<file path="src/rtl/aes_inv_columns_mixer_serial.sv">
// rtl/aes_inv_columns_mixer_serial.sv - column-serial InvMixColumns engine with valid/ready handshakes
// Column c lives in bits [127-32c -: 32]; one working register is mixed in place and drives out_block_o.
`ifndef AES_BLOCK_SIZE
`define AES_BLOCK_SIZE 128
`endif

module aes_inv_columns_mixer_serial #(
  parameter int COLUMNS_PER_CYCLE = 1
) (
  input  logic                       clk_i,
  input  logic                       rst_ni,
  input  logic                       in_valid_i,
  output logic                       in_ready_o,
  input  logic [`AES_BLOCK_SIZE-1:0] in_block_i,
  output logic                       out_valid_o,
  input  logic                       out_ready_i,
  output logic [`AES_BLOCK_SIZE-1:0] out_block_o
);

  localparam logic [1:0] S_IDLE = 2'd0;
  localparam logic [1:0] S_MIX  = 2'd1;
  localparam logic [1:0] S_DONE = 2'd2;

  // A step of 4 truncates to 0, so the single-group case stays on column 0.
  localparam logic [1:0] COL_STEP = 2'(COLUMNS_PER_CYCLE);
  localparam logic [1:0] LAST_COL = 2'(4 - COLUMNS_PER_CYCLE);

  if (COLUMNS_PER_CYCLE != 1 && COLUMNS_PER_CYCLE != 2 && COLUMNS_PER_CYCLE != 4) begin : g_bad_param
    $error("COLUMNS_PER_CYCLE must be 1, 2 or 4");
  end

  logic [1:0]                 state_q, state_d;
  logic [1:0]                 col_q, col_d;
  logic [`AES_BLOCK_SIZE-1:0] data_q, data_d;
  logic [`AES_BLOCK_SIZE-1:0] mixed;
  logic [1:0]                 mix_idx;
  logic                       accept;

  function automatic logic [7:0] xtime(input logic [7:0] b);
    return {b[6:0], 1'b0} ^ (b[7] ? 8'h1b : 8'h00);
  endfunction

  function automatic logic [7:0] gmul(input logic [7:0] b, input logic [3:0] k);
    logic [7:0] b2, b4, b8;
    b2 = xtime(b);
    b4 = xtime(b2);
    b8 = xtime(b4);
    return (k[0] ? b : 8'h00) ^ (k[1] ? b2 : 8'h00) ^ (k[2] ? b4 : 8'h00) ^ (k[3] ? b8 : 8'h00);
  endfunction

  function automatic logic [31:0] inv_mix_col(input logic [31:0] w);
    logic [7:0]  a [4];
    logic [31:0] r;
    for (int i = 0; i < 4; i++) a[i] = w[8*i +: 8];
    r = '0;
    for (int i = 0; i < 4; i++) begin
      r[8*i +: 8] = gmul(a[i], 4'he) ^ gmul(a[(i+1)%4], 4'hb)
                  ^ gmul(a[(i+2)%4], 4'hd) ^ gmul(a[(i+3)%4], 4'h9);
    end
    return r;
  endfunction

  always_comb begin
    mixed   = data_q;
    mix_idx = '0;
    for (int k = 0; k < COLUMNS_PER_CYCLE; k++) begin
      mix_idx = col_q + 2'(k);
      mixed[(3 - int'(mix_idx))*32 +: 32] = inv_mix_col(data_q[(3 - int'(mix_idx))*32 +: 32]);
    end
  end

  assign in_ready_o  = (state_q == S_IDLE) || ((state_q == S_DONE) && out_ready_i);
  assign accept      = in_valid_i && in_ready_o;
  assign out_valid_o = (state_q == S_DONE);
  assign out_block_o = data_q;

  always_comb begin
    state_d = state_q;
    col_d   = col_q;
    data_d  = data_q;
    case (state_q)
      S_IDLE: begin
        if (accept) begin
          state_d = S_MIX;
          col_d   = '0;
          data_d  = in_block_i;
        end
      end
      S_MIX: begin
        data_d = mixed;
        col_d  = col_q + COL_STEP;
        if (col_q == LAST_COL) state_d = S_DONE;
      end
      S_DONE: begin
        // Output handshake and next input accept share the same edge.
        if (out_ready_i) begin
          if (accept) begin
            state_d = S_MIX;
            col_d   = '0;
            data_d  = in_block_i;
          end else begin
            state_d = S_IDLE;
          end
        end
      end
      default: state_d = S_IDLE;
    endcase
  end

  always_ff @(posedge clk_i or negedge rst_ni) begin
    if (!rst_ni) begin
      state_q <= S_IDLE;
      col_q   <= '0;
      data_q  <= '0;
    end else begin
      state_q <= state_d;
      col_q   <= col_d;
      data_q  <= data_d;
    end
  end

endmodule

</file>
<file path="config.mk">
export PLATFORM = sky130hd
export DESIGN_NAME = aes_inv_columns_mixer_serial
export DESIGN_NICKNAME = d
export VERILOG_FILES = /design/src/rtl/aes_inv_columns_mixer_serial.sv
export SDC_FILE = /design/constraint.sdc
export NUM_CORES = 1
export LEC_CHECK = 0
export ABC_CLOCK_PERIOD_IN_PS = 3200
export CORE_AREA = 10 10 203 109
export DETAILED_ROUTE_END_ITERATION = 8
export DIE_AREA = 0 0 213 119
export DONT_BUFFER_PORTS = 1
export HOLD_SLACK_MARGIN = 0.02
export PLACE_DENSITY = 0.67
export SLEW_MARGIN = 15
export SYNTH_ARGS = -nofsm -noshare
export SYNTH_HDL_FRONTEND = slang
export SYNTH_SLANG_ARGS = --single-unit
export TNS_END_PERCENT = 10
</file>
<file path="constraint.sdc">
create_clock -name clk_i -period 3.2 [get_ports clk_i]
set_clock_uncertainty 0.2 [all_clocks]
set_input_delay 0.64 -clock clk_i [delete_from_list [all_inputs] [get_ports clk_i]]
set_output_delay 0.64 -clock clk_i [all_outputs]
set_load 0.03 [all_outputs]
</file>
==> parameters.txt <==
Parameter                              Value

Run status
  Run status    complete, but fails checks
  Violations in the final reports    negative hold slack, negative setup slack

Routing
  Number of violations reported at the end of detailed-routing iteration 0    about 880
  Vias    approximately 8000
  DR DRC count    0
  Per-cell via count in the routed design    about 6
  Count of antenna-violating nets left after detailed routing    0
  Drt pass-1 iters    5
  Sum of routed wire length over all layers    about 37000 um
  Average wire per standard cell    27.03 um

GRT
  Met1 Track Usage GR    40.40%
  Vias in the first global route    roughly 8000
  Number of antenna violations at the first check in global routing    0
  Total global-route track usage    27.95%
  Met2 usage    39.92%
  Grt ovf    0
  GRT busiest layer    met1
  Maximum number of pins on one net before global-route repair    around 130
  Met3 GRT Util    roughly a tenth
  First-pass GRT wire length    53330 um

Floorplan
  Std-Cell Core Area    between 15000 and 20000 um^2
  Row cnt    36
  DIE HEIGHT    around 120 um
  Initial standard-cell utilization of the core    between 40% and 50%
  Die X    ~210 um
  Top-level port count    ~260
  Die area    approximately 25000 um^2

Job
  Number of violations of the max-capacitance limit    0

Layout
  Layout-stage area growth over the synthesis result    39.82%
  Ant. Diodes    0
  Final-stage net count    roughly 1200
  Leading cell type in the layout, fill and taps excluded    buf_4
  Share of post-route cells with drive strength above 1    a little over two fifths
  Commonest cells after routing, fill and taps aside    buf_4, dfrtp_1, nor2_1, a21oi_1, xnor2_1

Synth
  Syn Std Cell Area    between 9000 and 10000 um^2
  Predominant post-synthesis flop cell    dfrtp_1
  Number of unique standard cell types used by synthesis    between 40 and 50
  Number of warning messages in the yosys log    0
  Portion of the post-synthesis area used by sequential elements    36.12%
  Synthesized net count    roughly 990
  Number of synthesized flops with an enable pin    0
  Gate count after technology mapping    855
  Ys async rst share    100.0%
  Post-Synthesis Mean Instance Area    between 10 and 15 um^2
  Number of synthesized register bits    around 130

Placement
  Pre-CTS setup slack    -0.3088 ns
  Number of port buffers    0
  Final GP Congestion    roughly 1.0
  Detail Placement HPWL    about 27000 um

CTS
  Clock tree sinks    132
  Cell at the root of the clock tree    clkbuf_16
  CTS Buffer Depth    2
  Worst-path clk slew    around 0.070 ns
  Total clock buffers created by CTS    17
  H-tree Lvls    4
  CTS tree    built
  Source-to-sink clock delay at the later pin of the worst-skew pair    around 0.43 ns

Worst setup path
  Data required time of the critical path    between 3 and 4 ns
  CP Data Arrival Time    around 3.6 ns
  Top fanout value on the critical path    5
  Critical Path Start Type    register
  Nature of the critical path endpoint    register
  Worst reg-to-reg path cell count    10
  Crit Path Category    reg2reg

Timing
  Relative slew margins    between 40% and 50%
  Number of failing hold endpoints at the final stage    around 130
  Unrepaired setup endpoints after global routing    true
  Slew Viols, Final    0
  Achievable frequency    just under 300 MHz
  Slew @ Worst Pin    between 0.8 and 0.9 ns
  Final clock period utilization by the worst path    107.5%
  Final setup slack of the worst path    -0.2408 ns
  Hold WS    -0.3061 ns
  Crit path time final    3.441 ns
  Number of setup violations in the final report    91

Worst hold path
  Worst hold-check path type    in2async
final cells by class:
cell class                 instances  area [um^2]
clock inverter                    15        191.4
multi-input combinational        651         6185
sequential                       132         3306
fill                            1358         6088
tap                              247        309.0
inverter                           2        7.507
timing repair buffer             289         2361
clock buffer                      17        425.4
metal layers:
layer / share of wire (%) / up-vias
li1: - / 3542
met4: 0.87 / 0
met1: 43 / 4076
met2: 44 / 463
met3: 12 / 34
met5: 0 / -
cell families (layout without fill, tap and decap cells):
group	count (synthesis)	in the layout	share of synthesized area (%)
AO/OA/AOI/OAI	274	274	19.32
XOR/XNOR	192	192	24.33
AND/OR/NAND/NOR	149	149	6.623
flip-flops	132	132	36.12
buffers and inverters	72	323	4.817
multiplexers	32	32	8.238
adder cells (fa/ha/maj)	4	4	0.5474
state kept, by name (all words and copies together) (netlist names):
name,count
col_q,2
out_block_o,128
state_q,2
stage by stage:
stage	TNS [ns]	instances	cell area, um^2	util [%]
2_1_floorplan	-0.01916	855	9155	-
3_3_place_gp	-11.26	1299	11160	59.14
3_5_place_dp	-16.01	1299	11160	59.14
4_1_cts	-7.193	1343	12410	65.75
5_1_grt	-21.34	1353	12780	67.74
6_report	-10.52	1353	12780	67.74
critical path: stages (launching register included):
cell and delay [ns]:
dfrtp_2 0.42, buf_12 0.15, buf_12 0.11, mux4_2 0.58, xnor3_2 0.49, xnor3_1 0.37, xnor3_1 0.38, xor2_1 0.16
buf_4 0.18, a2bb2oi_2 0.16, a21oi_1 0.16
synthesized netlist by cell type, types with 2 or more instances:
master     number  share of area, %
a21oi_1       106               5.8
a221oi_1       10              0.96
a22oi_1        30               2.5
a2bb2oi_1      54               5.2
buf_1           2             0.082
buf_12          2              0.44
buf_2          10              0.55
buf_6           4              0.49
clkbuf_1       42               1.7
clkbuf_8        8               1.2
dfrtp_1       132                36
ha_1            4              0.55
inv_1           2             0.082
mux4_1          8               2.3
mux4_2         23               5.7
nand2_1        28               1.1
nand2_2         2              0.14
nand2b_1        2              0.14
nand3_1         2              0.11
nor2_1        103               4.2
nor2b_1         3              0.21
nor3_1          2              0.11
o211ai_1        4              0.33
o21a_1         26               2.1
o21ai_0        34               1.9
o21ai_1         7              0.38
o22ai_1         2              0.14
xnor2_1       117                11
xnor2_2         6               1.1
xnor2_4         3              0.90
xnor3_1        21               5.2
xnor3_2         2              0.52
xnor3_4         3              0.86
xor2_1         35               3.4
xor3_1          2              0.52
xor3_2          2              0.55
worst paths after layout:
| path | startpoint | endpoint | slack (ns) |
|---|---|---|---|
| worst max-delay path | col_q[0] | out_block_o[93] | -0.24 |
| worst min-delay path | rst_ni | out_block_o[114] | -0.31 |
| worst max register to register | col_q[0] | out_block_o[93] | -0.24 |
| worst min register to register | state_q[0] | state_q[1] | 0.39 |
| max in group asynchronous | rst_ni | out_block_o[110] | 2.79 |
| min in group clk_i | in_block_i[105] | out_block_o[105] | 0.16 |
repair_timing:
action	CTS	global route
resized for setup	94	56
cloned	1	0
hold endpoints to repair	132	132
pin swaps	55	32
setup endpoints to repair	119	128
buffers inserted	13	10
Power is left out: the tool's default activity adds up to more than one toggle a clock period on the data nets, which glitch-free logic cannot reach.
